[src/rtl/spi_regbank_pkg.sv]
// Shared address-map offsets, access classification and decode helper for the
// SPI register bank.
package spi_regbank_pkg;

  // CFG_BASE is absolute. The other offsets are relative to the end of the
  // preceding window, so the map works for any NUM_CFG/NUM_STATUS.
  localparam int CFG_BASE     = 0;
  localparam int STATUS_BASE  = 0;
  localparam int IRQ_PEND_OFS = 0;
  localparam int IRQ_MASK_OFS = 1;

  typedef enum logic [2:0] {
    ACC_CFG,
    ACC_STATUS,
    ACC_PEND,
    ACC_MASK,
    ACC_UNMAPPED
  } access_t;

  function automatic access_t decode_addr(input int addr, input int num_cfg,
                                          input int num_status);
    int status_lo;
    int irq_lo;
    status_lo = CFG_BASE + num_cfg + STATUS_BASE;
    irq_lo    = status_lo + num_status;
    if (addr < CFG_BASE + num_cfg)          return ACC_CFG;
    else if (addr < irq_lo)                 return ACC_STATUS;
    else if (addr == irq_lo + IRQ_PEND_OFS) return ACC_PEND;
    else if (addr == irq_lo + IRQ_MASK_OFS) return ACC_MASK;
    else                                    return ACC_UNMAPPED;
  endfunction

endpackage

[src/rtl/spi_regbank_irq.sv]
// Status sampling, per-register change detection and the sticky IRQ pending
// bits (write-1-to-clear, set has priority over clear).
module spi_regbank_irq
  import spi_regbank_pkg::*;
#(
  parameter int NUM_STATUS = 8,
  parameter int REG_WIDTH  = 8
) (
  input  logic                            clk,
  input  logic                            rstb,
  input  logic                            ena,
  input  logic [NUM_STATUS*REG_WIDTH-1:0] status_regs,
  input  logic [NUM_STATUS-1:0]           clr,
  output logic [NUM_STATUS*REG_WIDTH-1:0] sample,
  output logic [NUM_STATUS-1:0]           pend
);

  logic [NUM_STATUS*REG_WIDTH-1:0] sample_q;
  logic [NUM_STATUS*REG_WIDTH-1:0] prev_q;
  logic                            primed;
  logic [NUM_STATUS-1:0]           pend_q;
  logic [NUM_STATUS-1:0]           chg;

  always_comb begin
    chg = '0;
    for (int i = 0; i < NUM_STATUS; i++) begin
      chg[i] = sample_q[i*REG_WIDTH +: REG_WIDTH] != prev_q[i*REG_WIDTH +: REG_WIDTH];
    end
  end

  // The first sample after reset also seeds prev, so it never reads as a change.
  always_ff @(posedge clk or negedge rstb) begin
    if (!rstb) begin
      sample_q <= '0;
      prev_q   <= '0;
      primed   <= 1'b0;
      pend_q   <= '0;
    end else if (ena) begin
      sample_q <= status_regs;
      prev_q   <= primed ? sample_q : status_regs;
      primed   <= 1'b1;
      pend_q   <= (pend_q & ~clr) | chg;
    end
  end

  assign sample = sample_q;
  assign pend   = pend_q;

endmodule

[src/rtl/spi_regbank.sv]
// Host-accessible register bank: read/write CFG registers, sampled read-only
// STATUS registers, and a masked change interrupt with pending/mask registers.
module spi_regbank
  import spi_regbank_pkg::*;
#(
  parameter int NUM_CFG    = 8,
  parameter int NUM_STATUS = 8,
  parameter int REG_WIDTH  = 8,
  parameter int ADDR_WIDTH = 7
) (
  input  logic                            clk,
  input  logic                            rstb,
  input  logic                            ena,
  input  logic                            req_valid,
  input  logic                            req_wr,
  input  logic [ADDR_WIDTH-1:0]           req_addr,
  input  logic [REG_WIDTH-1:0]            req_wdata,
  output logic                            rsp_valid,
  output logic [REG_WIDTH-1:0]            rsp_rdata,
  output logic                            rsp_err,
  output logic [NUM_CFG*REG_WIDTH-1:0]    config_regs,
  input  logic [NUM_STATUS*REG_WIDTH-1:0] status_regs,
  output logic                            irq
);

  localparam int STATUS_LO = CFG_BASE + NUM_CFG + STATUS_BASE;

  if ((1 << ADDR_WIDTH) < NUM_CFG + NUM_STATUS + 2) begin : g_addr_chk
    $error("spi_regbank: ADDR_WIDTH too small for the register map");
  end
  if (NUM_STATUS > REG_WIDTH) begin : g_status_chk
    $error("spi_regbank: NUM_STATUS must not exceed REG_WIDTH");
  end

  logic                            accept;
  access_t                         acc;
  logic [NUM_CFG*REG_WIDTH-1:0]    cfg_q;
  logic [NUM_STATUS-1:0]           mask_q;
  logic [NUM_STATUS-1:0]           pend;
  logic [NUM_STATUS-1:0]           clr;
  logic [NUM_STATUS*REG_WIDTH-1:0] sample;
  logic [REG_WIDTH-1:0]            rdata_d;
  logic                            err_d;

  assign accept = req_valid & ena;
  assign acc    = decode_addr(int'(req_addr), NUM_CFG, NUM_STATUS);
  assign clr    = (accept && req_wr && acc == ACC_PEND) ? req_wdata[NUM_STATUS-1:0] : '0;

  always_comb begin
    rdata_d = '0;
    err_d   = 1'b0;
    case (acc)
      ACC_CFG: begin
        for (int k = 0; k < NUM_CFG; k++) begin
          if (req_addr == ADDR_WIDTH'(CFG_BASE + k)) rdata_d = cfg_q[k*REG_WIDTH +: REG_WIDTH];
        end
      end
      ACC_STATUS: begin
        err_d = req_wr;
        for (int k = 0; k < NUM_STATUS; k++) begin
          if (req_addr == ADDR_WIDTH'(STATUS_LO + k)) rdata_d = sample[k*REG_WIDTH +: REG_WIDTH];
        end
      end
      ACC_PEND: rdata_d = REG_WIDTH'(pend);
      ACC_MASK: rdata_d = REG_WIDTH'(mask_q);
      default:  err_d   = 1'b1;
    endcase
  end

  always_ff @(posedge clk or negedge rstb) begin
    if (!rstb) begin
      cfg_q  <= '0;
      mask_q <= '0;
    end else if (accept && req_wr) begin
      if (acc == ACC_CFG) begin
        for (int k = 0; k < NUM_CFG; k++) begin
          if (req_addr == ADDR_WIDTH'(CFG_BASE + k)) cfg_q[k*REG_WIDTH +: REG_WIDTH] <= req_wdata;
        end
      end
      if (acc == ACC_MASK) mask_q <= req_wdata[NUM_STATUS-1:0];
    end
  end

  // Write responses carry rdata 0; the response path ignores ena so an
  // access accepted just before ena drops still completes.
  always_ff @(posedge clk or negedge rstb) begin
    if (!rstb) begin
      rsp_valid <= 1'b0;
      rsp_rdata <= '0;
      rsp_err   <= 1'b0;
      irq       <= 1'b0;
    end else begin
      rsp_valid <= accept;
      rsp_rdata <= (accept && !req_wr) ? rdata_d : '0;
      rsp_err   <= accept ? err_d : 1'b0;
      if (ena) irq <= |(pend & mask_q);
    end
  end

  spi_regbank_irq #(
    .NUM_STATUS (NUM_STATUS),
    .REG_WIDTH  (REG_WIDTH)
  ) u_irq (
    .clk         (clk),
    .rstb        (rstb),
    .ena         (ena),
    .status_regs (status_regs),
    .clr         (clr),
    .sample      (sample),
    .pend        (pend)
  );

  assign config_regs = cfg_q;

endmodule
[config.mk]
export PLATFORM = sky130hd
export DESIGN_NAME = spi_regbank
export DESIGN_NICKNAME = d
export VERILOG_FILES = /design/src/rtl/spi_regbank_pkg.sv /design/src/rtl/spi_regbank_irq.sv /design/src/rtl/spi_regbank.sv
export SDC_FILE = /design/constraint.sdc
export NUM_CORES = 1
export LEC_CHECK = 0
export CORE_MARGIN = 4
export CORE_UTILIZATION = 35
export CTS_CLUSTER_SIZE = 20
export DETAILED_ROUTE_END_ITERATION = 16
export HOLD_SLACK_MARGIN = 0.05
export SLEW_MARGIN = 25
export SYNTH_ARGS = -nofsm -noshare
export SYNTH_HDL_FRONTEND = slang
export SYNTH_HIERARCHICAL = 1
export SYNTH_SLANG_ARGS = --single-unit
[constraint.sdc]
create_clock -name clk -period 1.6 [get_ports clk]
set_input_delay 0.24 -clock clk [delete_from_list [all_inputs] [get_ports clk]]
set_output_delay 0.24 -clock clk [all_outputs]
set_load 0.005 [all_outputs]
; Word level (Yosys, flattened, before mapping)
; Cells that the tools add are included.
[totals]
ram_bits = 0
romBits = 0
latchBits = 0
word_cells = 95
output_inout_bits = 75
reg_bits = 220
n_memories = 0
[classes]
shift = 0
muxes = 26
reduce_logical = 17
n_eq_ne = 28
addsub = 0
n_bitwise = 5
magnitude_cmp = 2
div = 0
multipliers = 0
[op_table]
columns = operator, count
row1 = 2-to-1 mux 8 bit, 18
row2 = 2-to-1 mux 64 bit, 1
row3 = != test 8 bit, 8
row4 = equality test 7 x 4 -> 1 bit (second input constant), 8
row5 = case mux 8 bit (4 select lines), 1
row6 = equality test 7 x 3 -> 1 bit (second input constant), 4
row7 = AND reduction 3 bit, 8
row8 = AND 8 bit, 2
row9 = equality test 7 x 2 -> 1 bit (second input constant), 2
row10 = equality test 7 x 6 -> 1 bit (second input constant), 2
row11 = 2-to-1 mux 3 bit, 4
row12 = NOT 8 bit, 1
row13 = OR 8 bit, 1
row14 = OR reduction 8 bit, 1
row15 = equality test 7 x 1 -> 1 bit (second input constant), 1
row16 = zero test 7 bit, 1
row17 = < comparator 7 x 4 -> 1 bit (second input constant), 1
row18 = < comparator 7 x 5 -> 1 bit (second input constant), 1
row19 = equality test 3 x 2 -> 1 bit (second input constant), 2
row20 = equality test 3 x 1 -> 1 bit (second input constant), 1
row21 = logical AND 1 bit, 3
row22 = zero test 3 bit, 1
row23 = OR reduction 3 bit, 1
row24 = case mux 1 bit (2 select lines), 1
row25 = other kinds (4), 4

; Logic depth before layout (Yosys ltp)
[logic_depth]
word_depth = 11
mapped_depth = 8
depth_no_buf = 7

; Cells and area by module
; The synthesis kept the hierarchy.
[by_module_without_submodules]
columns = mod, area_each_um2, instances, seq_area_each_um2, cells_each
row1 = spi_regbank_irq, 6623.9, 1, 3428.3, 536
row2 = spi_regbank, 4735.8, 1, 2077.0, 419

; Worst setup path before layout
; No wires, ideal clock.
[synth_timing]
path_kind = in2reg
from = input req_addr[5]
to = register cfg_q[24], in the netlist config_regs[24]
arrival_ps = 1702
slack_ps = -226
stages = 4
t_required_ps = 1475
path_cell_list = or4_1 -> buf_6 -> nor4_4 -> mux2_2
[synth_via]
elab_chain_len = 7
word_cells_on_any_way = 11
classes_between = order compare (2) / eq/ne (3) / mux (4) / reduce/logical (2)
[synth_rtl]
columns = item, line
row1 = from (decl), spi_regbank.sv:16  ; input logic [ADDR_WIDTH-1:0] req_addr,
row2 = branches (longest 6 deep; another with < comparator 7 x 5 -> 1 bit), --
row3 = AND reduction 3 bit (no line) *, --
row4 = "to (signal, indexed assignment)", spi_regbank.sv:77  ; if (req_addr == ADDR_WIDTH'(CFG_BASE + k)) cfg_q[k*REG_WIDTH +: REG_WIDTH] <= req_wdata;
row5 = to (decl), spi_regbank.sv:37  ; logic [NUM_CFG*REG_WIDTH-1:0] cfg_q;
; Every way passes the cells marked *.
; A chain may end at the register's enable or synchronous reset.

; Worst setup path after layout
[layout_timing]
from = register cfg_q[25], in the netlist config_regs[25]
to = register rsp_rdata[1]
[layout_via]
elab_chain_len = 7
[layout_rtl]
columns = item, line
row1 = 2-to-1 mux 8 bit (5 in a row), spi_regbank.sv:55  ; if (req_addr == ADDR_WIDTH'(CFG_BASE + k)) rdata_d = cfg_q[k*REG_WIDTH +: REG_WIDTH];
row2 = case mux 8 bit (4 select lines), spi_regbank.sv:52  ; case (acc)
row3 = 2-to-1 mux 8 bit, spi_regbank.sv:94  ; rsp_rdata <= (accept && !req_wr) ? rdata_d : '0;
row4 = to (signal assigned), spi_regbank.sv:94
row5 = to (decl), spi_regbank.sv:19  ; output logic [REG_WIDTH-1:0] rsp_rdata,
; Every way passes these cells.

==> reports/results.txt <==
Mapped cell area: 11,400 µm²
CTS clk-pin slew, worst paths: 0.06 ns
Share of cells above drive strength 1: 30.6%
CTS tree: done
Post-synth ARST share: 100%
Fin nets: 1,328
WHS Path Cells: 4
Fmax: 581 MHz
RSZ-0062 raised after global routing: yes
Syn_nets: 1,039
Leakage power: 7.49 nW
Syn. warnings: 6
Ys flop type: dfrtp_1
Via count: 8,587
Max H-tree Level: 1
Gr ovfl total: 0
Drt pass-1 iters: 5
Max Cap Violations: 0
Crit start category: flop
Total core area: 31,800 µm²
Gate Count Post-Synth: 955
CTS Buf Count: 26
CP Class: flop to flop
Global-route wire length before repair: 50,800 µm
Port Buffers: 158
Post-route ant nets: 0
Clk Latency, worst-skew pair: 0.54 ns
Slew headroom: 66.6%
CTS max path bufs: 3
Syn avg cell area: 11.9 µm²
Data required, critical path: 2.00 ns
Reg2Reg Depth: 6
DIE WIDTH: 188 µm
P per Cell Area: 952 nW/µm²
Initial antenna violation count: 0
Placed insts: 1,606
Pin count of the biggest net entering global routing: 68
Number of enable flip-flop cells after synthesis: 0
Final cell count without fillers: 1,699
Die area: 35,400 µm²
Routed WL: 32,800 µm
Peak supply drop: 0.000685 V
Drt drc: 0
Gr usage total: 18.1%
WP data arrival: 2.12 ns
Slew Viols, Final: 0
Crit. End Element: flop
Final WS setup: -0.120 ns
Final Hold Violating Endpoints: 0
Netlist cell types: 61
CTS root buf: clkbuf_16
Vias per inst: 5.05
Sink Count: 220
Fin Clk Skew: 0.0274 ns
Dpl hpwl: 24,300 µm
N_diodes: 0
Gpl congestion: 0.893
Worst-margin pin slew: 0.501 ns
Failing checks: setup timing
Post-synthesis sequential area ratio: 48.5%
Routed len/inst: 19.3 µm
Rows: 65
Die Span Y: 188 µm
Starting DRC count in detailed routing: 532
I/O pin count: 159
Final period utilization: 107%
Initial Util: 35.7%
Vias in the first global route: 8,717
DP Worst Slack: -0.742 ns
Area added between synthesis and finish: 36.4%
Hold WC Path Type: input pin to flop
Seq cells post-synth: 220
Worst-path maximum fanout: 2
Setup Viol. Count Final: 2
Minimum clock period: 1.72 ns
Status: finished, violations left
[final timing paths]
check,slack (ns),endpoint,startpoint
min in group asynchronous,0.22,u_irq/prev_q[19]$_DFFE_PN0P_,rstb
max in group asynchronous,0.74,config_regs[55]$_DFFE_PN0P_,rstb
setup reg to reg,-0.12,rsp_rdata[1]$_DFF_PN0_,config_regs[25]$_DFFE_PN0P_
setup / recovery,-0.12,rsp_rdata[1]$_DFF_PN0_,config_regs[25]$_DFFE_PN0P_
hold reg to reg,0.50,u_irq/pend[2]$_DFFE_PN0P_,u_irq/pend[2]$_DFFE_PN0P_
hold / removal,0.12,rsp_err$_DFF_PN0_,ena
[cell families after synthesis]
kind of cell | after synthesis | synth area share [%]
multiplexers | 239 | 23.2
buffers and inverters | 73 | 4.23
flip-flops | 220 | 48.5
AO/OA/AOI/OAI | 168 | 11.2
XOR/XNOR | 64 | 4.93
AND/OR/NAND/NOR | 191 | 8.06
[final cells by class]
class | instances | area, µm²
clock buffers | 38 | 786
clock inverters | 10 | 118
fillers | 2922 | 16300
inverters | 7 | 26.3
multi-input cells | 662 | 5490
flip-flops and latches | 220 | 5510
well taps | 435 | 544
repair buffers | 327 | 3020
[synth_stat cells, drive strengths merged, types with 12 or more instances]
master / number / area, µm²
dfrtp: 220 / 5510
nand2: 39 / 154
xnor2: 64 / 561
clkbuf: 15 / 61.3
nand4: 19 / 119
mux2i: 85 / 851
a21oi: 83 / 599
o21ai: 12 / 60.1
nor2: 88 / 333
buf: 51 / 393
nand3: 13 / 87.6
mux2: 150 / 1690
[per-layer routing]
layer	up-vias	global-route usage [%]	routed length [µm]
li1	4022	-	-
met1	4248	25.3	14900
met2	256	29.4	15200
met3	61	2.64	1560
met4	0	5.19	1020
met5	-	0	0
[state kept, by name, summed over array words and instances (netlist names)]
name and flops:
rsp_err 1, rsp_valid 1, u_irq/prev_q 64, irq 1, u_irq/pend 8, config_regs 64, rsp_rdata 8, u_irq/sample 64
u_irq/primed 1, mask_q 8
[timing repair]
action / CTS / global route
resized for setup: 93 / 16
pin swaps: 7 / 12
endpoints found under the hold margin: 102 / 0
setup endpoints to repair: 144 / 23
hold buffers: 1 / 0
setup buffers: 42 / 4
[power by group]
group          switching (mW)  internal (mW)
combinational            1.07           1.21
sequential              0.387           5.98
clock                    2.38           3.73
total                    3.83           10.9
[through the flow]
stage	total power [mW]	hold slack [ns]	utilization (%)	setup TNS (ns)	area [µm²]
final	14.7	0.124	48.7	-0.157	15500
after global routing	15.4	0.134	48.7	-0.345	15500
after CTS	14.9	0.0972	48.5	-0.0943	15400
after detailed placement	8.72	0.204	44.7	-55.55	14200
after global placement	8.68	0.203	44.7	-54.18	14200
after floorplan	7.61	-0.0556	-	-9.56	11400
[layout by cell type (no fill, tap or decap), types with 7 or more instances in the layout]
| master | netlist | routed |
|---|---|---|
| nand3_1 | 10 | 9 |
| dfrtp_1 | 220 | 218 |
| a21oi_1 | 34 | 33 |
| mux2_2 | 86 | 84 |
| nor2_1 | 87 | 84 |
| dlygate4sd2_1 | 0 | 76 |
| buf_12 | 5 | 20 |
| inv_1 | 7 | 7 |
| o21ai_1 | 8 | 8 |
| xnor2_1 | 64 | 64 |
| a21o_1 | 7 | 7 |
| o22ai_1 | 7 | 7 |
| and2_1 | 9 | 8 |
| clkdlybuf4s50_1 | 0 | 74 |
| clkbuf_8 | 0 | 10 |
| clkbuf_16 | 0 | 26 |
| a21oi_2 | 49 | 50 |
| mux2i_1 | 85 | 85 |
| buf_4 | 8 | 144 |
| a22o_1 | 7 | 7 |
| nand2_1 | 36 | 36 |
| mux2_1 | 64 | 64 |
| nand4_1 | 19 | 19 |
[worst max-delay path: stages (launching register included)]
cell and delay (ns):
dfrtp_1 0.40, buf_6 0.12, a22o_1 0.17, a222oi_1 0.48, buf_4 0.19, a211o_1 0.12, nand4_1 0.10
Note: power is estimated with default switching activity, not from simulation.
